--- config.mk ---
export PLATFORM = sky130hd
export DESIGN_NAME = main_fsm
export DESIGN_NICKNAME = d
export VERILOG_FILES = /design/src/rtl/main_fsm.sv
export SDC_FILE = /design/constraint.sdc
export NUM_CORES = 1
export LEC_CHECK = 0
export ABC_AREA = 1
export BUFFER_PORTS_ARGS = -buffer_cell sky130_fd_sc_hd__buf_2
export CORE_UTILIZATION = 41
export DETAILED_ROUTE_END_ITERATION = 7
export GPL_TIMING_DRIVEN = 0
export PLACE_DENSITY = 0.76
export SETUP_SLACK_MARGIN = 0.2
export SYNTH_ARGS = -nofsm -noshare
export SYNTH_HDL_FRONTEND = slang
export SYNTH_SLANG_ARGS = --single-unit
--- constraint.sdc ---
create_clock -name Clk -period 1.55 [get_ports Clk]
set_clock_uncertainty 0.1 [all_clocks]
set_input_delay 0.2325 -clock Clk [delete_from_list [all_inputs] [get_ports Clk]]
set_output_delay 0.2325 -clock Clk [all_outputs]
set_load 0.02 [all_outputs]
--- src/rtl/main_fsm.sv ---
// Multicycle control FSM for the ARM-subset core: sequences Fetch/Decode/Execute/Memory/Writeback
// and decodes datapath selects plus raw write enables for Conditional_Logic.
module main_fsm (
  input  logic       Clk,
  input  logic       Reset_n,
  input  logic [1:0] Op,
  input  logic [5:0] Funct,
  input  logic [3:0] Rd,
  input  logic       Mem_Ready,
  output logic       Mem_Req,
  output logic       IRWrite,
  output logic       NextPC,
  output logic       AdrSrc,
  output logic       ALUSrcA,
  output logic [1:0] ALUSrcB,
  output logic [1:0] ResultSrc,
  output logic [1:0] ALUControl,
  output logic       PCS,
  output logic       RegW,
  output logic       MemW,
  output logic       NoWrite,
  output logic [1:0] FlagW
);

  typedef enum logic [3:0] {
    StFetch, StDecode, StMemAdr, StMemRead, StMemWb,
    StMemWrite, StExecR, StExecI, StAluWb, StBranch
  } state_e;

  state_e state_q, state_d;
  logic   nowrite_q;

  logic [3:0] cmd;
  logic       s_bit;
  logic       in_exec;
  logic [1:0] alu_ctl;
  logic [1:0] alu_flagw;
  logic       alu_nowrite;

  assign cmd     = Funct[4:1];
  assign s_bit   = Funct[0];
  assign in_exec = (state_q == StExecR) || (state_q == StExecI);

  // Unrecognised commands fall back to ADD with no flag update.
  always_comb begin
    alu_ctl     = 2'b00;
    alu_flagw   = 2'b00;
    alu_nowrite = 1'b0;
    case (cmd)
      4'b0100: begin alu_ctl = 2'b00; alu_flagw = {s_bit, s_bit}; end
      4'b0010: begin alu_ctl = 2'b01; alu_flagw = {s_bit, s_bit}; end
      4'b0000: begin alu_ctl = 2'b10; alu_flagw = {s_bit, 1'b0}; end
      4'b1100: begin alu_ctl = 2'b11; alu_flagw = {s_bit, 1'b0}; end
      4'b1010: begin alu_ctl = 2'b01; alu_flagw = 2'b11; alu_nowrite = 1'b1; end
      default: ;
    endcase
  end

  always_comb begin
    state_d = state_q;
    case (state_q)
      StFetch:    if (Mem_Ready) state_d = StDecode;
      StDecode: begin
        case (Op)
          2'b01:   state_d = StMemAdr;
          2'b00:   state_d = Funct[5] ? StExecI : StExecR;
          2'b10:   state_d = StBranch;
          default: state_d = StFetch;
        endcase
      end
      StMemAdr:   state_d = Funct[0] ? StMemRead : StMemWrite;
      StMemRead:  if (Mem_Ready) state_d = StMemWb;
      StMemWrite: if (Mem_Ready) state_d = StFetch;
      StExecR,
      StExecI:    state_d = StAluWb;
      default:    state_d = StFetch;
    endcase
  end

  always_ff @(posedge Clk) begin
    if (!Reset_n) begin
      state_q   <= StFetch;
      nowrite_q <= 1'b0;
    end else begin
      state_q <= state_d;
      if (in_exec) nowrite_q <= alu_nowrite;
    end
  end

  always_comb begin
    Mem_Req    = 1'b0;
    IRWrite    = 1'b0;
    NextPC     = 1'b0;
    AdrSrc     = 1'b0;
    ALUSrcA    = 1'b0;
    ALUSrcB    = 2'b00;
    ResultSrc  = 2'b00;
    ALUControl = 2'b00;
    PCS        = 1'b0;
    RegW       = 1'b0;
    MemW       = 1'b0;
    NoWrite    = 1'b0;
    FlagW      = 2'b00;
    case (state_q)
      StFetch: begin
        Mem_Req   = 1'b1;
        ALUSrcA   = 1'b1;
        ALUSrcB   = 2'b10;
        ResultSrc = 2'b10;
        IRWrite   = Mem_Ready;
        NextPC    = Mem_Ready;
      end
      StDecode: begin
        ALUSrcA   = 1'b1;
        ALUSrcB   = 2'b10;
        ResultSrc = 2'b10;
      end
      StMemAdr:  ALUSrcB = 2'b01;
      StMemRead: begin
        Mem_Req = 1'b1;
        AdrSrc  = 1'b1;
      end
      StMemWb: begin
        ResultSrc = 2'b01;
        RegW      = 1'b1;
        PCS       = (Rd == 4'hF);
      end
      StMemWrite: begin
        Mem_Req = 1'b1;
        AdrSrc  = 1'b1;
        MemW    = 1'b1;
      end
      StExecR, StExecI: begin
        ALUSrcB    = (state_q == StExecI) ? 2'b01 : 2'b00;
        ALUControl = alu_ctl;
        FlagW      = alu_flagw;
        NoWrite    = alu_nowrite;
      end
      StAluWb: begin
        RegW = ~nowrite_q;
        PCS  = (Rd == 4'hF) & ~nowrite_q;
      end
      StBranch: begin
        ALUSrcB   = 2'b01;
        ResultSrc = 2'b10;
        PCS       = 1'b1;
      end
      default: ;
    endcase
    // Reset suppresses every enable, including the Mem_Ready-qualified ones.
    if (!Reset_n) begin
      Mem_Req = 1'b0;
      IRWrite = 1'b0;
      NextPC  = 1'b0;
      PCS     = 1'b0;
      RegW    = 1'b0;
      MemW    = 1'b0;
      FlagW   = 2'b00;
    end
  end

endmodule

== Yosys cells after proc, flatten, opt, wreduce, memory -nomap -nowiden ==
Cells that the tools add are included.
Cells by class
  add/subtract/negate cells: 0
  multipliers: 0
  divide/modulo/power cells: 0
  order comparisons: 0
  eq/ne operators: 19
  shifts and indexed selects: 0
  mux-type cells: 29
  bitwise gates (word level): 2
  reductions and logical operators: 14
Operator list (count)
  one-hot mux 4 bit (6 select lines): 1
  == test 4 x 3 -> 1 bit (second input constant): 5
  == test 4 bit (second input constant): 5
  one-hot mux 2 bit (3 select lines): 3
  2-to-1 mux 1 bit: 14
  OR reduction 2 bit: 7
  == test 4 x 2 -> 1 bit (second input constant): 3
  2-to-1 mux 4 bit: 3
  one-hot mux 4 bit (3 select lines): 1
  logical NOT 4 bit: 2
  2-to-1 mux 2 bit: 3
  != test 2 bit (second input constant): 3
  OR reduction 3 bit: 2
  == test 4 x 1 -> 1 bit (second input constant): 1
  one-hot mux 2 bit (2 select lines): 1
  2-to-1 mux 3 bit: 1
  one-hot mux 1 bit (3 select lines): 1
  AND reduction 3 bit: 1
  == test 2 x 1 -> 1 bit (second input constant): 1
  == test 2 bit (second input constant): 1
  logical NOT 2 bit: 1
  one-hot mux 1 bit (2 select lines): 1
  bitwise AND 1 bit: 1
  logical OR 1 bit: 1
  NOT 1 bit: 1
Word-level totals
  register bits: 5
  bits in latches: 0
  bits in writable memories: 0
  ROM bits: 0
  bits of input ports: 15
  output and inout bits: 17
  memories: 0

== Depth between registers and ports, before layout ==
Gate-level depths: netlist of the first run.
  depth in word-level cells: 5
  mapped depth: 8
  gate-level depth less buffers: 8

== Least setup slack after synthesis of the first run ==
Ideal clock, no wire load.
  path kind: register -> output
  from: reg state_q[1]
  to: out NextPC
  arrival: 1407 ps
  data required time: 1217 ps
  slack: -189 ps
  stages on the path, launching flop included: 5
  buffers on the path: 1
  cell sequence: dfxtp_1 -> nor2_1 -> nand2_2 -> nor3_1 -> buf_4
On the way
  word-level cells in the longest chain between the ends: 3
Ends and longest elaborated chain
  start, declared: RTL line 30  | state_e state_q, state_d;
  start signal, assigned: RTL line 82  | state_q <= StFetch;
  start signal, assigned: RTL line 85  | state_q <= state_d;
  logical NOT 4 bit
  2-to-1 mux 1 bit (2 in series)
  end, declared: RTL line 12  | output logic NextPC,
No other way between the ends.

== Worst setup path in the final report of the first run ==
  from: reg state_q[0]
  to: out PCS
On the way
  word-level cells in the longest chain between the ends: 3
Ends and longest elaborated chain
  == test 4 bit / == test 4 x 3 -> 1 bit (equally long branches): RTL line 104  | case (state_q)
  one-hot mux 1 bit (3 select lines) *: RTL line 104
  2-to-1 mux 1 bit *: RTL line 151  | if (!Reset_n) begin
  end, declared: RTL line 18  | output logic PCS,
Every way passes the cells marked *; elsewhere a longest branch is shown, timed or not.

==> flow_metrics.py, run 1 <==
metrics = {
    "sta": {
        "maxSlewHeadroom": 0.709,
        "max_freq_ghz": 0.588,
        "worst_slack_ns": -0.150,
        "holdWs_ns": 0.215,
        "worst_slew_pin_slew_ns": 0.436,
        "min_period_over_period": 1.10,
        "hold_viol": 0,
        "rsz0062_at_grt": "true",
        "finalMaxSlewViolations": 0,
        "setup_viol": 14,
        "post-route-min-period_ns": 1.70,
    },
    "setup_path": {
        "reg2reg_from": "state_q[2]",
        "r2r_slack_ns": 0.13,
        "startpoint": "state_q[0]",
        "critPathCaptureType": "output pin",
        "critical_path_class": "reg -> out",
        "cp.required_ns": 1.22,
        "crit_fanout": 5,
        "startpoint_type": "flip-flop",
        "crit_arrival_ns": 1.37,
    },
    "cts": {
        "clock_latency_ns": 0.24,
        "cts_buffers": 3,
        "holdBufCountCts": 0,
        "cts_htree_levels": 1,
        "clock_path_buffers": 2,
        "root_buffer": "clkbuf_4",
        "cts_tree": "yes",
        "clkSinkCount": 5,
        "clk_pin_slew_ns": 0.04,
    },
    "flow_run": {
        "drv_cap": 0,
    },
    "pwr": {
        "clkPwrFrac": 0.227,
        "p_total_mw": 0.650,
        "intPower_mw": 0.377,
        "switching_share": 0.420,
        "cellLeakagePower_nw": 0.537,
        "power.density_nw_per_um2": 617,
        "switching_power_mw": 0.273,
        "peakVddDrop_mv": 0.504,
        "seqPwrFrac": 0.247,
        "pwr-share-comb": 0.525,
    },
    "global_routing": {
        "antenna_found_initial": 0,
        "grt_usage": 0.281,
        "grt_pass1_wl_um": 2820,
        "grt_max_degree": 8,
        "grt_overflow": 0,
        "grt_pass1_vias": 667,
    },
    "final_layout": {
        "utilization": 0.900,
        "fillCellCount": 53,
        "ff_latch_area_um2": 110,
        "final_area_um2": 1050,
        "area_delta_synth_final_pct": 93.1,
        "num_antenna_cells": 0,
        "nNetsFinal": 160,
        "layout-drive-gt1-share": 0.625,
        "multiInputGateArea_um2": 479,
    },
    "logic_synthesis": {
        "ys_types": 21,
        "synth_area_leaders": "dfxtp_1 18%, nand2_1 16%, inv_1 11%",
        "synth_area_um2": 546,
        "synth_cells": 99,
        "yosysTopAreaCell": "dfxtp_1",
        "yosysMostFrequentCell": "nand2_1",
        "ys_seq_area_frac": 0.183,
        "synth_common_cells": "23 x nand2_1, 16 x inv_1, 10 x nor2_1, 9 x nand3_1",
        "synth_top_flop_cell": "dfxtp_1",
        "synth_top_area_share": 0.183,
        "synth-edff-count": 0,
        "syn_nets": 114,
        "yosys_register_bits": 5,
        "synthArstFlopShare": 0,
        "yosys_warnings": 0,
        "avgSynthCellArea_um2": 5.51,
    },
    "drt": {
        "wl_um": 2230,
        "drtIter0Drc": 15,
        "vias_per_cell": 5.39,
        "drcViolationCount": 0,
        "drtAntennaViolNets": 0,
        "wl_per_cell_um": 14.1,
        "via_count": 852,
        "drt-pass1-iter-count": 4,
    },
    "die": {
        "dieHeight_um": 38.5,
        "num_rows": 12,
        "chipWidth_um": 38.5,
        "start_util": 0.466,
        "core_area_um2": 1170,
        "dieArea_um2": 1480,
        "boundaryPins": 32,
    },
    "status": {
        "failed_checks": "setup timing",
        "status": "finished, violations left",
    },
    "place": {
        "portBuffers": 31,
        "dpl_cell_area_um2": 762,
        "place_congestion": 0.923,
        "dpl.hpwl_um": 1170,
    },
    "worst_hold_path": {
        "hold_class": "in -> reg",
        "hp-start": "Op[1]",
    },
}
==> path summary, 6_finish.rpt <==
path                              endpoint  depth (start not counted)
worst min-delay path            state_q[3]                          3
worst min register to register   nowrite_q                          2
worst max-delay path                   PCS                          7
worst max register to register  state_q[0]                          8
==> power by group through the flow <==
stage	clock (mW)	combinational [mW]	sequential (mW)
after floorplan	0	0.160	0.151
after global placement	0	0.223	0.153
after detailed placement	0	0.226	0.153
final	0.148	0.342	0.161
after CTS	0.154	0.274	0.155
after global routing	0.161	0.364	0.161
==> state kept, by name (all words and copies together) (netlist names) <==
name and cells:
nowrite_q 1, state_q 4
==> kinds of logic after synthesis <==
family	count (synthesis)	share of synthesized area
AO/OA/AOI/OAI	15	0.158
buffers and inverters	24	0.172
AND/OR/NAND/NOR	55	0.486
flip-flops	5	0.183
==> layout make-up <==
class	instances	area share
clock buffers	4	0.0249
plain buffers	1	0.00713
flip-flops and latches	5	0.105
repair buffers	41	0.308
well taps	14	0.0166
multi-input cells	70	0.455
inverters	23	0.0843
==> worst max-delay path, cell delays in order, from the launching register on <==
cell and delay [ns]:
dfxtp_4 0.39, inv_2 0.07, nor2_4 0.13, inv_2 0.08, nor2_4 0.11, inv_2 0.06, o22ai_2 0.15, buf_6 0.14
==> per-stage QoR <==
stage | setup slack (ns) | TNS (ns) | cells
CTS | -0.103 | -0.580 | 154
floorplan | 0.129 | 0 | 99
finish | -0.150 | -0.934 | 158
detailed placement | 0.0276 | 0 | 144
global route | -0.213 | -1.89 | 158
global placement | 0.0519 | 0 | 144
==> layer usage <==
metal | vias up | track usage | share of wire
met5 | - | 0 | 0
met3 | 8 | 0.0407 | 0.066
met1 | 398 | 0.339 | 0.38
met2 | 47 | 0.487 | 0.54
li1 | 399 | - | -
met4 | 0 | 0.121 | 0.021
==> cell usage in the layout (no fill, tap or decap), types with 3 or more instances in the layout <==
cell type  count
inv_2         10
buf_4         11
nor2_1         5
buf_6         15
a21oi_1        3
nand2_2        4
nand3_1        8
nand2_1       19
a21oi_2        5
clkbuf_4       3
inv_1         11
nand2_4        3
nor2_4         8
buf_2         16
==> timing repair <==
item,4_1_cts,5_1_grt
endpoints found under the setup margin,17,18
hold endpoints to repair,0,0
gates resized for setup,45,19
setup buffers,6,4
pin swaps,8,4
Power figures use the tool's default switching activity.
==> run 2: changes to the inputs <==
--- a/config.mk
+++ b/config.mk
@@ -11,7 +11,7 @@
 export DETAILED_ROUTE_END_ITERATION = 7
 export GPL_TIMING_DRIVEN = 0
 export PLACE_DENSITY = 0.76
-export SETUP_SLACK_MARGIN = 0.2
+export SLEW_MARGIN = 20
 export SYNTH_ARGS = -nofsm -noshare
 export SYNTH_HDL_FRONTEND = slang
 export SYNTH_SLANG_ARGS = --single-unit
==> flow_metrics.py, run 2 (same netlist as run 1, synthesis figures left out) <==
metrics = {
    "die": {
        "chipWidth_um": 38.5,
        "dieArea_um2": 1480,
        "boundaryPins": 32,
        "num_rows": 12,
        "core_area_um2": 1170,
        "start_util": 0.466,
        "dieHeight_um": 38.5,
    },
    "final_layout": {
        "nNetsFinal": 160,
        "fillCellCount": 87,
        "final_cells": 158,
        "top_regs": "state_q (4), nowrite_q (1)",
        "num_antenna_cells": 0,
        "largest-register": "state_q",
        "final_cell_mix": "21 x nand2_1, 21 x buf_4, 18 x buf_2",
        "largest_reg_flops": 4,
        "area_delta_synth_final_pct": 71.8,
        "layout-drive-gt1-share": 0.535,
    },
    "drt": {
        "drt-pass1-iter-count": 4,
        "wl_um": 1850,
        "wl_per_cell_um": 11.7,
        "drtAntennaViolNets": 0,
        "via_count": 775,
        "drcViolationCount": 0,
        "drtIter0Drc": 15,
        "vias_per_cell": 4.91,
    },
    "global_routing": {
        "antenna_found_initial": 0,
        "grt_pass1_wl_um": 2300,
        "grt_pass1_vias": 602,
        "grt_usage": 0.221,
        "grt_max_degree": 8,
        "grt_overflow": 0,
    },
    "setup_path": {
        "crit_buf_inv": 3,
        "path_delay_family": "simple AND/OR/NAND/NOR gates",
        "critical_path_class": "reg -> out",
        "worstPathCellList": "nor2_4, buf_4, buf_6, nand2_2, nand2_1, buf_4",
        "slowest_delay_ns": 0.35,
        "crit_arrival_ns": 1.34,
        "critPathCaptureType": "output pin",
        "cp_common_cell": "buf_4",
        "cp_slowest_cell": "dfxtp_2",
        "cp.required_ns": 1.22,
        "startpoint_type": "flip-flop",
        "crit_fanout": 7,
    },
    "cts": {
        "clk_pin_slew_ns": 0.04,
        "clkSinkCount": 5,
        "holdBufCountCts": 0,
        "cts_htree_levels": 1,
        "clock_latency_ns": 0.23,
        "root_buffer": "clkbuf_4",
        "clock_path_buffers": 2,
        "cts_tree": "yes",
        "cts_buffers": 3,
    },
    "place": {
        "dp.cells": 144,
        "place_congestion": 0.819,
        "portBuffers": 31,
        "dpl.hpwl_um": 1170,
    },
    "sta": {
        "min_period_over_period": 1.08,
        "post-route-min-period_ns": 1.67,
        "maxSlewHeadroom": 0.703,
        "hold_viol": 0,
        "rsz0062_at_grt": "true",
        "worst_slack_ns": -0.122,
        "max_freq_ghz": 0.598,
        "worst_slew_pin_slew_ns": 0.441,
        "setup_viol": 11,
        "tns_ns": -0.759,
        "finalMaxSlewViolations": 0,
    },
    "flow_run": {
        "drv_cap": 0,
    },
    "pwr": {
        "cellLeakagePower_nw": 0.533,
        "p_total_mw": 0.595,
        "power.density_nw_per_um2": 635,
        "peakVddDrop_mv": 0.726,
    },
    "worst_hold_path": {
        "hold_class": "in -> reg",
    },
    "status": {
        "status": "finished, violations left",
        "failed_checks": "setup timing",
    },
}
run 2: per-layer routing:
metal | GRT usage | vias up | wire, um
li1 | - | 400 | -
met1 | 0.279 | 349 | 802
met2 | 0.390 | 22 | 963
met3 | 0.0174 | 4 | 60
met4 | 0.0776 | 0 | 19
met5 | 0 | - | 0
run 2: layout make-up:
cell class                      instances  area [um2]  area share
Multi-Input combinational cell         70         410       0.438
Timing Repair Buffer                   41         274       0.292
Sequential cell                         5         110       0.117
Inverter                               23        91.3      0.0975
Clock buffer                            4        26.3      0.0280
Tap cell                               14        17.5      0.0187
Buffer                                  1        7.51     0.00801
run 2: where the power goes:
part,switching [mW],internal (mW),total [mW]
combinational,0.169,0.121,0.290
clock,0.0472,0.0969,0.144
sequential,0.0214,0.139,0.161
total,0.237,0.357,0.595
run 2: worst paths after layout:
kind | slack (ns) | start | to | cells after the start
setup / recovery | -0.12 | state_q[3] | ResultSrc[1] | 6
hold / removal | 0.20 | Op[1] | state_q[3] | 3
setup reg to reg | 0.21 | state_q[3] | state_q[0] | 7
hold reg to reg | 0.42 | nowrite_q | nowrite_q | 2
run 2: repair_timing:
action,in CTS,in global routing
gates cloned,0,0
setup endpoints to repair,14,15
buffers inserted,3,7
hold endpoints to repair,0,0
resized for setup,22,18
pin swaps,6,5
run 2: worst min-delay path, delay by kind of cell:
kind | cells | cell delay [ns]
buffers and inverters | 1 | 0.11
AOI/OAI and AO/OA | 1 | 0.06
and+or+nand+nor | 1 | 0.09
run 2: metrics by stage:
| step | hold slack [ns] | cell area [um2] | utilization | worst slack (ns) |
|---|---|---|---|---|
| after global routing | 0.209 | 937 | 0.800 | -0.170 |
| after detailed placement | 0.389 | 723 | 0.618 | 0.0332 |
| after floorplan | 0.230 | 551 | - | 0.0416 |
| final | 0.199 | 937 | 0.800 | -0.122 |
| after CTS | 0.196 | 826 | 0.705 | -0.0871 |
| after global placement | 0.370 | 723 | 0.618 | 0.0628 |
